<file path="src/rtl/mult_add_pkg.sv">
// rtl/mult_add_pkg.sv - shared defaults and FSM state type for the mult_add issuer
package mult_add_pkg;
  localparam int PRECISION_DEF = 32;
  localparam int MULT_LAT_DEF  = 11;
  localparam int ADD_LAT_DEF   = 26;
  localparam int DEPTH_DEF     = 8;

  typedef enum logic [1:0] {
    RUN,
    DRAIN,
    DONE
  } issuer_state_t;
endpackage

</file>
<file path="src/rtl/result_fifo.sv">
// rtl/result_fifo.sv - synchronous show-ahead FIFO with occupancy count
module result_fifo #(
  parameter int WIDTH = 64,
  parameter int DEPTH = 8,
  localparam int AW = $clog2(DEPTH)
) (
  input  logic             clk,
  input  logic             reset_n,
  input  logic             push,
  input  logic [WIDTH-1:0] push_data,
  input  logic             pop,
  output logic [WIDTH-1:0] pop_data,
  output logic             empty,
  output logic             full,
  output logic [AW:0]      count
);
  localparam logic [AW:0] FULL_COUNT = DEPTH[AW:0];

  logic [WIDTH-1:0] mem [DEPTH];
  logic [AW:0]      wr_ptr;
  logic [AW:0]      rd_ptr;

  // Pointers carry one extra wrap bit so full and empty are distinguishable.
  assign count    = wr_ptr - rd_ptr;
  assign empty    = (count == '0);
  assign full     = (count == FULL_COUNT);
  assign pop_data = mem[rd_ptr[AW-1:0]];

  always_ff @(posedge clk or negedge reset_n) begin
    if (!reset_n) begin
      wr_ptr <= '0;
      rd_ptr <= '0;
    end else begin
      if (push && !full) wr_ptr <= wr_ptr + 1'b1;
      if (pop && !empty) rd_ptr <= rd_ptr + 1'b1;
    end
  end

  always_ff @(posedge clk) begin
    if (push && !full) mem[wr_ptr[AW-1:0]] <= push_data;
  end
endmodule

</file>
<file path="src/rtl/mult_add_issuer.sv">
// rtl/mult_add_issuer.sv - feeds operand triplets into mult_add and returns aligned result pairs
module mult_add_issuer
  import mult_add_pkg::*;
#(
  parameter int PRECISION = PRECISION_DEF,
  parameter int MULT_LAT  = MULT_LAT_DEF,
  parameter int ADD_LAT   = ADD_LAT_DEF,
  parameter int DEPTH     = DEPTH_DEF,
  localparam int IW = $clog2(ADD_LAT + 1),
  localparam int FW = $clog2(DEPTH) + 1,
  localparam int DL = ADD_LAT - MULT_LAT
) (
  input  logic                 clk,
  input  logic                 reset_n,
  input  logic                 in_valid,
  output logic                 in_ready,
  input  logic [PRECISION-1:0] in_a,
  input  logic [PRECISION-1:0] in_b,
  input  logic [PRECISION-1:0] in_c,
  output logic [PRECISION-1:0] op_a,
  output logic [PRECISION-1:0] op_b,
  output logic [PRECISION-1:0] op_c,
  input  logic [PRECISION-1:0] mult_result,
  input  logic [PRECISION-1:0] add_result,
  output logic                 out_valid,
  input  logic                 out_ready,
  output logic [PRECISION-1:0] out_mult,
  output logic [PRECISION-1:0] out_add,
  input  logic                 flush_req,
  output logic                 flush_done,
  output logic [IW-1:0]        inflight
);
  localparam logic [31:0] DEPTH_U = DEPTH;

  issuer_state_t        state;
  issuer_state_t        state_nx;
  logic                 flush_done_nx;
  logic                 ready_en;
  logic [ADD_LAT-1:0]   tag;
  logic [PRECISION-1:0] mult_dly [DL];
  logic [FW-1:0]        fifo_count;
  logic                 fifo_empty;
  logic                 fifo_full;
  logic                 issue;
  logic                 capture;
  logic                 pop;

  // Credits count both queued results and ops still inside mult_add, so a capture always finds room.
  assign in_ready  = ready_en && (state == RUN) && ((32'(fifo_count) + 32'(inflight)) < DEPTH_U);
  assign issue     = in_valid && in_ready;
  assign capture   = tag[ADD_LAT-1];
  assign out_valid = !fifo_empty;
  assign pop       = out_valid && out_ready;

  always_ff @(posedge clk or negedge reset_n) begin
    if (!reset_n) state <= RUN;
    else          state <= state_nx;
  end

  always_comb begin
    state_nx      = state;
    flush_done_nx = 1'b0;
    case (state)
      RUN:   if (flush_req) state_nx = DRAIN;
      DRAIN: begin
        if ((inflight == '0) && fifo_empty) begin
          state_nx      = DONE;
          flush_done_nx = 1'b1;
        end
      end
      DONE:  if (!flush_req) state_nx = RUN;
      default: state_nx = RUN;
    endcase
  end

  always_ff @(posedge clk or negedge reset_n) begin
    if (!reset_n) begin
      ready_en   <= 1'b0;
      flush_done <= 1'b0;
      tag        <= '0;
      inflight   <= '0;
      op_a       <= '0;
      op_b       <= '0;
      op_c       <= '0;
    end else begin
      ready_en   <= 1'b1;
      flush_done <= flush_done_nx;
      tag        <= {tag[ADD_LAT-2:0], issue};
      if (issue) begin
        op_a <= in_a;
        op_b <= in_b;
        op_c <= in_c;
      end
      case ({issue, capture})
        2'b10:   inflight <= inflight + 1'b1;
        2'b01:   inflight <= inflight - 1'b1;
        default: inflight <= inflight;
      endcase
    end
  end

  // mult_result is valid MULT_LAT edges after issue; hold it until add_result catches up.
  always_ff @(posedge clk) begin
    mult_dly[0] <= mult_result;
    for (int i = 1; i < DL; i++) mult_dly[i] <= mult_dly[i-1];
  end

  result_fifo #(
    .WIDTH(2 * PRECISION),
    .DEPTH(DEPTH)
  ) u_fifo (
    .clk      (clk),
    .reset_n  (reset_n),
    .push     (capture),
    .push_data({mult_dly[DL-1], add_result}),
    .pop      (pop),
    .pop_data ({out_mult, out_add}),
    .empty    (fifo_empty),
    .full     (fifo_full),
    .count    (fifo_count)
  );

  no_push_when_full: assert property (@(posedge clk) disable iff (!reset_n) !(capture && fifo_full));
endmodule

</file>
<file path="config.mk">
export PLATFORM = sky130hd
export DESIGN_NAME = mult_add_issuer
export DESIGN_NICKNAME = d
export VERILOG_FILES = /design/src/rtl/mult_add_pkg.sv /design/src/rtl/result_fifo.sv /design/src/rtl/mult_add_issuer.sv
export SDC_FILE = /design/constraint.sdc
export NUM_CORES = 1
export LEC_CHECK = 0
export BUFFER_PORTS_ARGS = -buffer_cell sky130_fd_sc_hd__buf_2
export CAP_MARGIN = 5
export CORE_MARGIN = 4
export CORE_UTILIZATION = 50
export DETAILED_ROUTE_END_ITERATION = 16
export PLACE_DENSITY_LB_ADDON = 0.08
export RECOVER_POWER = 50
export SLEW_MARGIN = 5
export SYNTH_ARGS = -nofsm -noshare
export SYNTH_HDL_FRONTEND = slang
export SYNTH_SLANG_ARGS = --single-unit
</file>
<file path="constraint.sdc">
create_clock -name clk -period 9.3 [get_ports clk]
set_clock_uncertainty 0.05 [all_clocks]
set_input_delay 0.465 -clock clk [delete_from_list [all_inputs] [get_ports clk]]
set_output_delay 0.465 -clock clk [all_outputs]
set_load 0.03 [all_outputs]
</file>
==> results_dict.tcl, run 1 <==
set metrics [dict create \
    cts_num_sinks 1131 \
    io_buffers 332 \
    async_reset_ff_frac 0.123 \
    fill_cells 4891 \
    synthesis.instances 1704 \
    drt_iter0_drc 935 \
    rsz0062_at_grt "false" \
    cp-endpoint "inflight[4]$_DFFE_PN0P_" \
    cts_buffers 108 \
    period_minus_slack_ns 4.97 \
    final_common_cell "edfxtp_1" \
    ys.warnings.count 0 \
    final_cell_mix "512 x edfxtp_1, 480 x dfxtp_1, 302 x buf_2" \
    vias 16000 \
    clk_pin_slew_ns 0.06 \
    antenna_found_initial 5 \
    num-nets-final 2416 \
    grt_pass1_wl_um 98100 \
    synth_edf_count 512 \
    synth_top_area_frac 0.448 \
    yosysSeqAreaShare 0.830 \
    grt_max_degree 94 \
    syn_avg_cell_area_um2 20.1 \
    die_area_um2 72800 \
    gp_congestion 0.755 \
    track_usage 0.172 \
    finalCritPeriodShare 0.534 \
    yosysTopAreaCell "edfxtp_1" \
    drc_errors 0 \
    clock_path_buffers 3 \
    avgViaCountPerCell 4.99 \
    cts_tree "built" \
    path_max_fanout 70 \
    h-tree-depth 3 \
    reg2regPathDepth 17 \
    maxSlewHeadroom 0.221 \
    initial_core_util 0.507 \
    synth_ff_type "edfxtp_1" \
    final_cells 3207 \
    final_max_slew_viol_count 0 \
    finalSetupViolCount 0 \
    irDropWorstVdd_mv 0.199 \
    multiInputGateArea_um2 5600 \
    synth_cell_types 43 \
    r2r_end "inflight[4]$_DFFE_PN0P_" \
    leakage_uw 0.0164 \
    syn_nets 1883 \
    critPathCaptureType "flop" \
    rrSetupSlack_ns 4.33 \
    pwr_density_cell_nw_per_um2 324 \
    synth_area_leaders "edfxtp_1 45%, dfxtp_1 28%, dfrtp_1 10%, mux4_2 8.4%, nand2_1 2.2%" \
    clk_latency_ns 0.66 \
    tightest_slew_ns 1.17 \
    fp.coreArea_um2 67600 \
    drv_cap 0 \
    crit_start "u_fifo.rd_ptr[1]$_DFFE_PN0P_" \
    syn2layout_area_growth_pct 22.1 \
    ioPinCount 333 \
    reg2reg_from "u_fifo.rd_ptr[1]$_DFFE_PN0P_" \
    post_drt_wl_per_cell_um 19.4 \
    hold_viol 0 \
    rows 95 \
    gr-total-overflow 0 \
    start_kind "flop" \
    dp_hpwl_um 34200 \
    antenna_left 0 \
    required_ns 9.80 \
    holdCritPathClass "input pin to flop" \
    ys_ff_latch 1131 \
    die_w_um 270 \
    grt_pass1_vias 17100 \
    first_pass_iters 5 \
    drive_above_1_share 0.318 \
    postRouteWirelength_um 62300 \
    arrival_ns 5.47 \
    die_y_um 270 \
    setup-tns-final_ns 0 \
    dpl.cell_count 2868 \
    outcome "completed" \
    regArea_um2 28500 \
    netlist_area_um2 34300 \
    ctsRootBufferMaster "clkbuf_16" \
    critPathKind "flop to flop" \
    fmax_ghz 0.201 \
]
registers in the layout, summed over array words and instances (netlist names), 2 cells and up:
register       flops
op_b              32
op_c              32
inflight           5
state              2
u_fifo.rd_ptr      4
mult_dly         480
tag               26
op_a              32
u_fifo.wr_ptr      4
u_fifo.mem       512
power by group:
part,total [uW],switching (uW),internal (uW)
Clock,4290,1800,2490
Sequential,6030,400,5630
Combinational,3240,1970,1260
Total,13600,4170,9380
cells by family (layout without fill, tap and decap cells):
logic type	Yosys count	in the layout	synth area share
AO/OA/AOI/OAI	18	18	0.00303
XOR/XNOR	12	12	0.00306
adder cells (fa/ha/maj)	14	14	0.00555
buffers and inverters	64	689	0.00876
flip-flops	1131	1131	0.830
multiplexers	227	227	0.121
other	1	6	0.000109
AND/OR/NAND/NOR	237	237	0.0285
metrics by stage:
step	power (uW)	setup WS [ns]	utilization	area, um^2	hold WS (ns)
floorplan	8310	2.26	-	34300	0.119
global placement	9330	4.43	0.547	37000	0.259
detailed placement	9370	4.32	0.547	37000	0.262
CTS	13800	4.28	0.620	41900	0.00174
global route	14200	3.80	0.619	41900	0.0577
finish	13600	4.33	0.619	41900	0.0676
layout make-up:
cell class                 count  area share
inverter                       9    0.000836
sequential                  1131       0.680
clock buffer                 157      0.0762
clock inverter                45      0.0102
multi-input combinational    509       0.134
antenna                        5    0.000299
timing repair buffer         478      0.0730
tap                          873      0.0261
Yosys cell counts, types with 9 or more instances:
| cell type | count |
|---|---|
| nand2_1 | 199 |
| clkbuf_1 | 20 |
| buf_2 | 21 |
| buf_1 | 9 |
| edfxtp_1 | 512 |
| dfxtp_1 | 480 |
| ha_1 | 12 |
| mux2_4 | 40 |
| mux4_2 | 128 |
| dfrtp_1 | 139 |
| nor2_1 | 10 |
| mux2_2 | 57 |
metal layers:
| layer | global-route usage | part of all wire |
|---|---|---|
| met1 | 0.229 | 0.42 |
| met2 | 0.283 | 0.50 |
| met3 | 0.0380 | 0.055 |
| met4 | 0.0579 | 0.024 |
| met5 | 0 | 0.00021 |
worst min path at each step:
| stage | start | end | cells after the start |
|---|---|---|---|
| finish | flush_req | state[1]$_DFFE_PN0P_ | 3 |
| global route | in_valid | tag[0]$_DFF_PN0_ | 2 |
| CTS | add_result[26] | u_fifo.mem[7][26]$_DFFE_PP_ | 1 |
| detailed placement | mult_dly[0][133]$_DFF_P_ | mult_dly[0][165]$_DFF_P_ | 0 |
| global placement | mult_dly[0][116]$_DFF_P_ | mult_dly[0][148]$_DFF_P_ | 0 |
| floorplan | reset_n | flush_done$_DFF_PN0_ | 0 |
what timing repair did:
item / in CTS / in global routing
endpoints found under the hold margin: 241 / 0
setup endpoints to repair: 0 / 0
setup buffers: 0 / 0
hold buffers: 132 / 0
resized for setup: 0 / 0
critical path, cell delays in order, from the launching register on:
cell and delay [ns]:
dfrtp_4 1.12, inv_1 0.22, ha_1 0.27, a21oi_1 0.26, a21oi_1 0.13, nor2_1 0.22, inv_2 0.11, ha_1 0.30
nor4_2 0.41, and3_1 0.28, nand2_1 0.07, ha_1 0.25, ha_1 0.33, nor2b_1 0.14, o21ai_0 0.24, a21oi_1 0.12
nor3_1 0.22, xor2_1 0.15
Power figures use the tool's default switching activity.
==> run 2, diff against run 1 <==
--- a/config.mk
+++ b/config.mk
@@ -5,6 +5,7 @@
 export SDC_FILE = /design/constraint.sdc
 export NUM_CORES = 1
 export LEC_CHECK = 0
+export ABC_AREA = 1
 export BUFFER_PORTS_ARGS = -buffer_cell sky130_fd_sc_hd__buf_2
 export CAP_MARGIN = 5
 export CORE_MARGIN = 4
==> constraint.sdc (replaced) <==
create_clock -name clk -period 4.52 [get_ports clk]
set_clock_uncertainty 0.05 [all_clocks]
set_input_delay 0.226 -clock clk [delete_from_list [all_inputs] [get_ports clk]]
set_output_delay 0.226 -clock clk [all_outputs]
set_load 0.03 [all_outputs]
==> run 2 against run 1 <==
Sequential share of layout area shrank 1.3 points. Design area grew 2.0%. Global-route usage grew 2.0 points. Setup slack lost 4.1 ns. Combinational power grew to 2.5 times the previous value.
==> results_dict.tcl, run 2 <==
set metrics [dict create \
    io_buffers 332 \
    rsz0062_at_grt "false" \
    crit_buf_inv 4 \
    yosysSeqAreaShare 0.820 \
    stdcell_area_um2 42700 \
    critPathKind "flop to output port" \
    path_cells "buf_12, inv_6, buf_4, o21ai_0, o22ai_1, nand2_1, nand2_1, buf_2" \
    crit_top_cell "nand2_1" \
    async_reset_ff_frac 0.123 \
    ioPinCount 333 \
    clk_pin_slew_ns 0.07 \
    yosysTopAreaCell "edfxtp_1" \
    die_area_um2 73700 \
    synth_edf_count 512 \
    power_uw 29300 \
    drv_cap 0 \
    hold_viol 0 \
    final_common_cell "nand2_1" \
    initial_core_util 0.505 \
    clk_latency_ns 0.65 \
    setup-tns-final_ns 0 \
    largest_register_ffs 512 \
    vias 20300 \
    tightest_slew_ns 1.49 \
    cp_slowest_cell "inv_6" \
    final_max_slew_viol_count 0 \
    cts_num_sinks 1131 \
    rrSetupSlack_ns 0.83 \
    period_minus_slack_ns 4.28 \
    path_max_fanout 260 \
    dpl_worst_slack_ns 0.982 \
    reg2reg_from "u_fifo.wr_ptr[2]$_DFFE_PN0P_" \
    yosysMostFrequentCell "nand2_1" \
    dp_hpwl_um 37000 \
    synth_commonest_cells "534 x nand2_1, 512 x edfxtp_1, 480 x dfxtp_1, 274 x nor2_1, 219 x o21ai_0" \
    fin_ws_ns 0.239 \
    critPathTopFamily "buffers and inverters" \
    cts_buffers 107 \
    drc_errors 0 \
    synth_top_area_frac 0.443 \
    cts_tree "built" \
    grt_max_degree 261 \
    num-nets-final 3221 \
    holdPathEnd "op_c[29]$_DFFE_PN0P_" \
    postRouteWirelength_um 71900 \
    fmax_ghz 0.234 \
    cts_setup_buffers 0 \
    synth_cell_types 29 \
    rows 96 \
    die_w_um 271 \
    avgViaCountPerCell 4.99 \
    finalCritPeriodShare 0.947 \
    synth_area_leaders "edfxtp_1 44%, dfxtp_1 28%, dfrtp_1 10%, nand2_1 5.8%, o21ai_0 3.2%" \
    placed_area_um2 37400 \
    synthesis.instances 2525 \
    irDropWorstVdd_mv 0.629 \
    leakage_uw 0.0172 \
    grt_pass1_wl_um 112000 \
    crit_cells 8 \
    ys_ff_latch 1131 \
    synth_ff_type "edfxtp_1" \
    antenna_found_initial 2 \
    gp_congestion 0.827 \
    syn_nets 2704 \
    hold_start "in_valid" \
    outcome "completed" \
    critPathCaptureType "output port" \
    h-tree-depth 3 \
    drive_above_1_share 0.165 \
    clock_path_buffers 3 \
    syn_avg_cell_area_um2 13.7 \
    cp_slowest_stage_delay_ns 0.80 \
    r2r_end "op_a[25]$_DFFE_PN0P_" \
    drt_iter0_drc 1444 \
    pwr_density_cell_nw_per_um2 685 \
    cts_hold_buffers 169 \
    antenna_left 0 \
    grt_pass1_vias 20200 \
    maxSlewHeadroom 0.00883 \
    ys.warnings.count 0 \
    worstHoldPathCells 5 \
    start_kind "flop" \
    finalSetupViolCount 0 \
    required_ns 4.24 \
    die_y_um 271 \
    ctsRootBufferMaster "clkbuf_16" \
    final_cell_mix "534 x nand2_1, 512 x edfxtp_1, 480 x dfxtp_1" \
    arrival_ns 4.01 \
    first_pass_iters 6 \
    netlist_area_um2 34700 \
    cts_resized 0 \
    track_usage 0.192 \
    post_drt_wl_per_cell_um 17.7 \
    holdCritPathClass "input pin to flop" \
    gr-total-overflow 0 \
    reg2regPathDepth 15 \
    fp.coreArea_um2 68700 \
    syn2layout_area_growth_pct 23.0 \
]
## run 2: changes by cell type in the layout (fill, tap and decap cells not counted), sizes merged, moves of 22 or more
cell,before,now
nand2,199,535
nor2,10,274
o21ai,7,258
mux4,128,0
o22ai,0,128
mux2,98,0
dlygate4sd3,132,169
nand3,3,25
## run 2: metrics by stage
step / std cells / util / hold WS (ns)
2_1_floorplan: 2525 / - / -0.120
3_3_place_gp: 3695 / 0.544 / 0.260
3_5_place_dp: 3695 / 0.544 / 0.262
4_1_cts: 4067 / 0.622 / 0.0551
5_1_grt: 4069 / 0.622 / 0.106
6_report: 4069 / 0.622 / 0.0908
## run 2: report_power, final
group / internal (uW) / switching [uW] / total, uW
clock: 5280 / 3700 / 8980
combinational: 2230 / 5870 / 8110
sequential: 11700 / 461 / 12200
total: 19200 / 10000 / 29300
## run 2: area by class of cell
type | instances | area, um^2
tap | 931 | 1160
multi-input combinational | 1248 | 5620
sequential | 1131 | 28500
fill | 5226 | 26000
clock inverter | 43 | 407
inverter | 26 | 105
antenna | 2 | 5.00
clock buffer | 160 | 3270
timing repair buffer | 528 | 3660
## run 2: worst reg2reg max path, delay by kind of cell, from the launching register on
family / cells / cell delay, ns
compound gates: 1 / 0.24
fa+ha+maj: 2 / 0.63
simple gates: 8 / 1.08
buf+inv: 4 / 1.16
flops: 1 / 0.48
## run 2: how the worst max path moves through the flow
stage                            startpoint                    endpoint  slack, ns
3_3_place_gp   u_fifo.wr_ptr[2]$_DFFE_PN0P_     inflight[4]$_DFFE_PN0P_       1.10
6_report       u_fifo.rd_ptr[0]$_DFFE_PN0P_                 out_add[20]       0.24
3_5_place_dp   u_fifo.wr_ptr[2]$_DFFE_PN0P_     inflight[4]$_DFFE_PN0P_       0.98
4_1_cts        u_fifo.rd_ptr[0]$_DFFE_PN0P_                 out_mult[2]       0.65
2_1_floorplan  u_fifo.rd_ptr[1]$_DFFE_PN0P_  u_fifo.mem[2][0]$_DFFE_PP_      -0.52
5_1_grt        u_fifo.rd_ptr[0]$_DFFE_PN0P_                 out_add[14]       0.34
## run 2: routing by layer
layer	GRT usage	up-vias	wire (um)
met5	0	-	0
met4	0.0677	0	1960
met3	0.0473	157	5100
met2	0.310	673	34300
met1	0.255	9802	30500
li1	-	9691	-
## run 2: cell families after synthesis
family	synth area share
fa+ha+maj	0.00548
flops	0.820
xor+xnor	0.00177
buf+inv	0.0199
compound gates	0.0609
other cells	0.000108
simple gates	0.0919
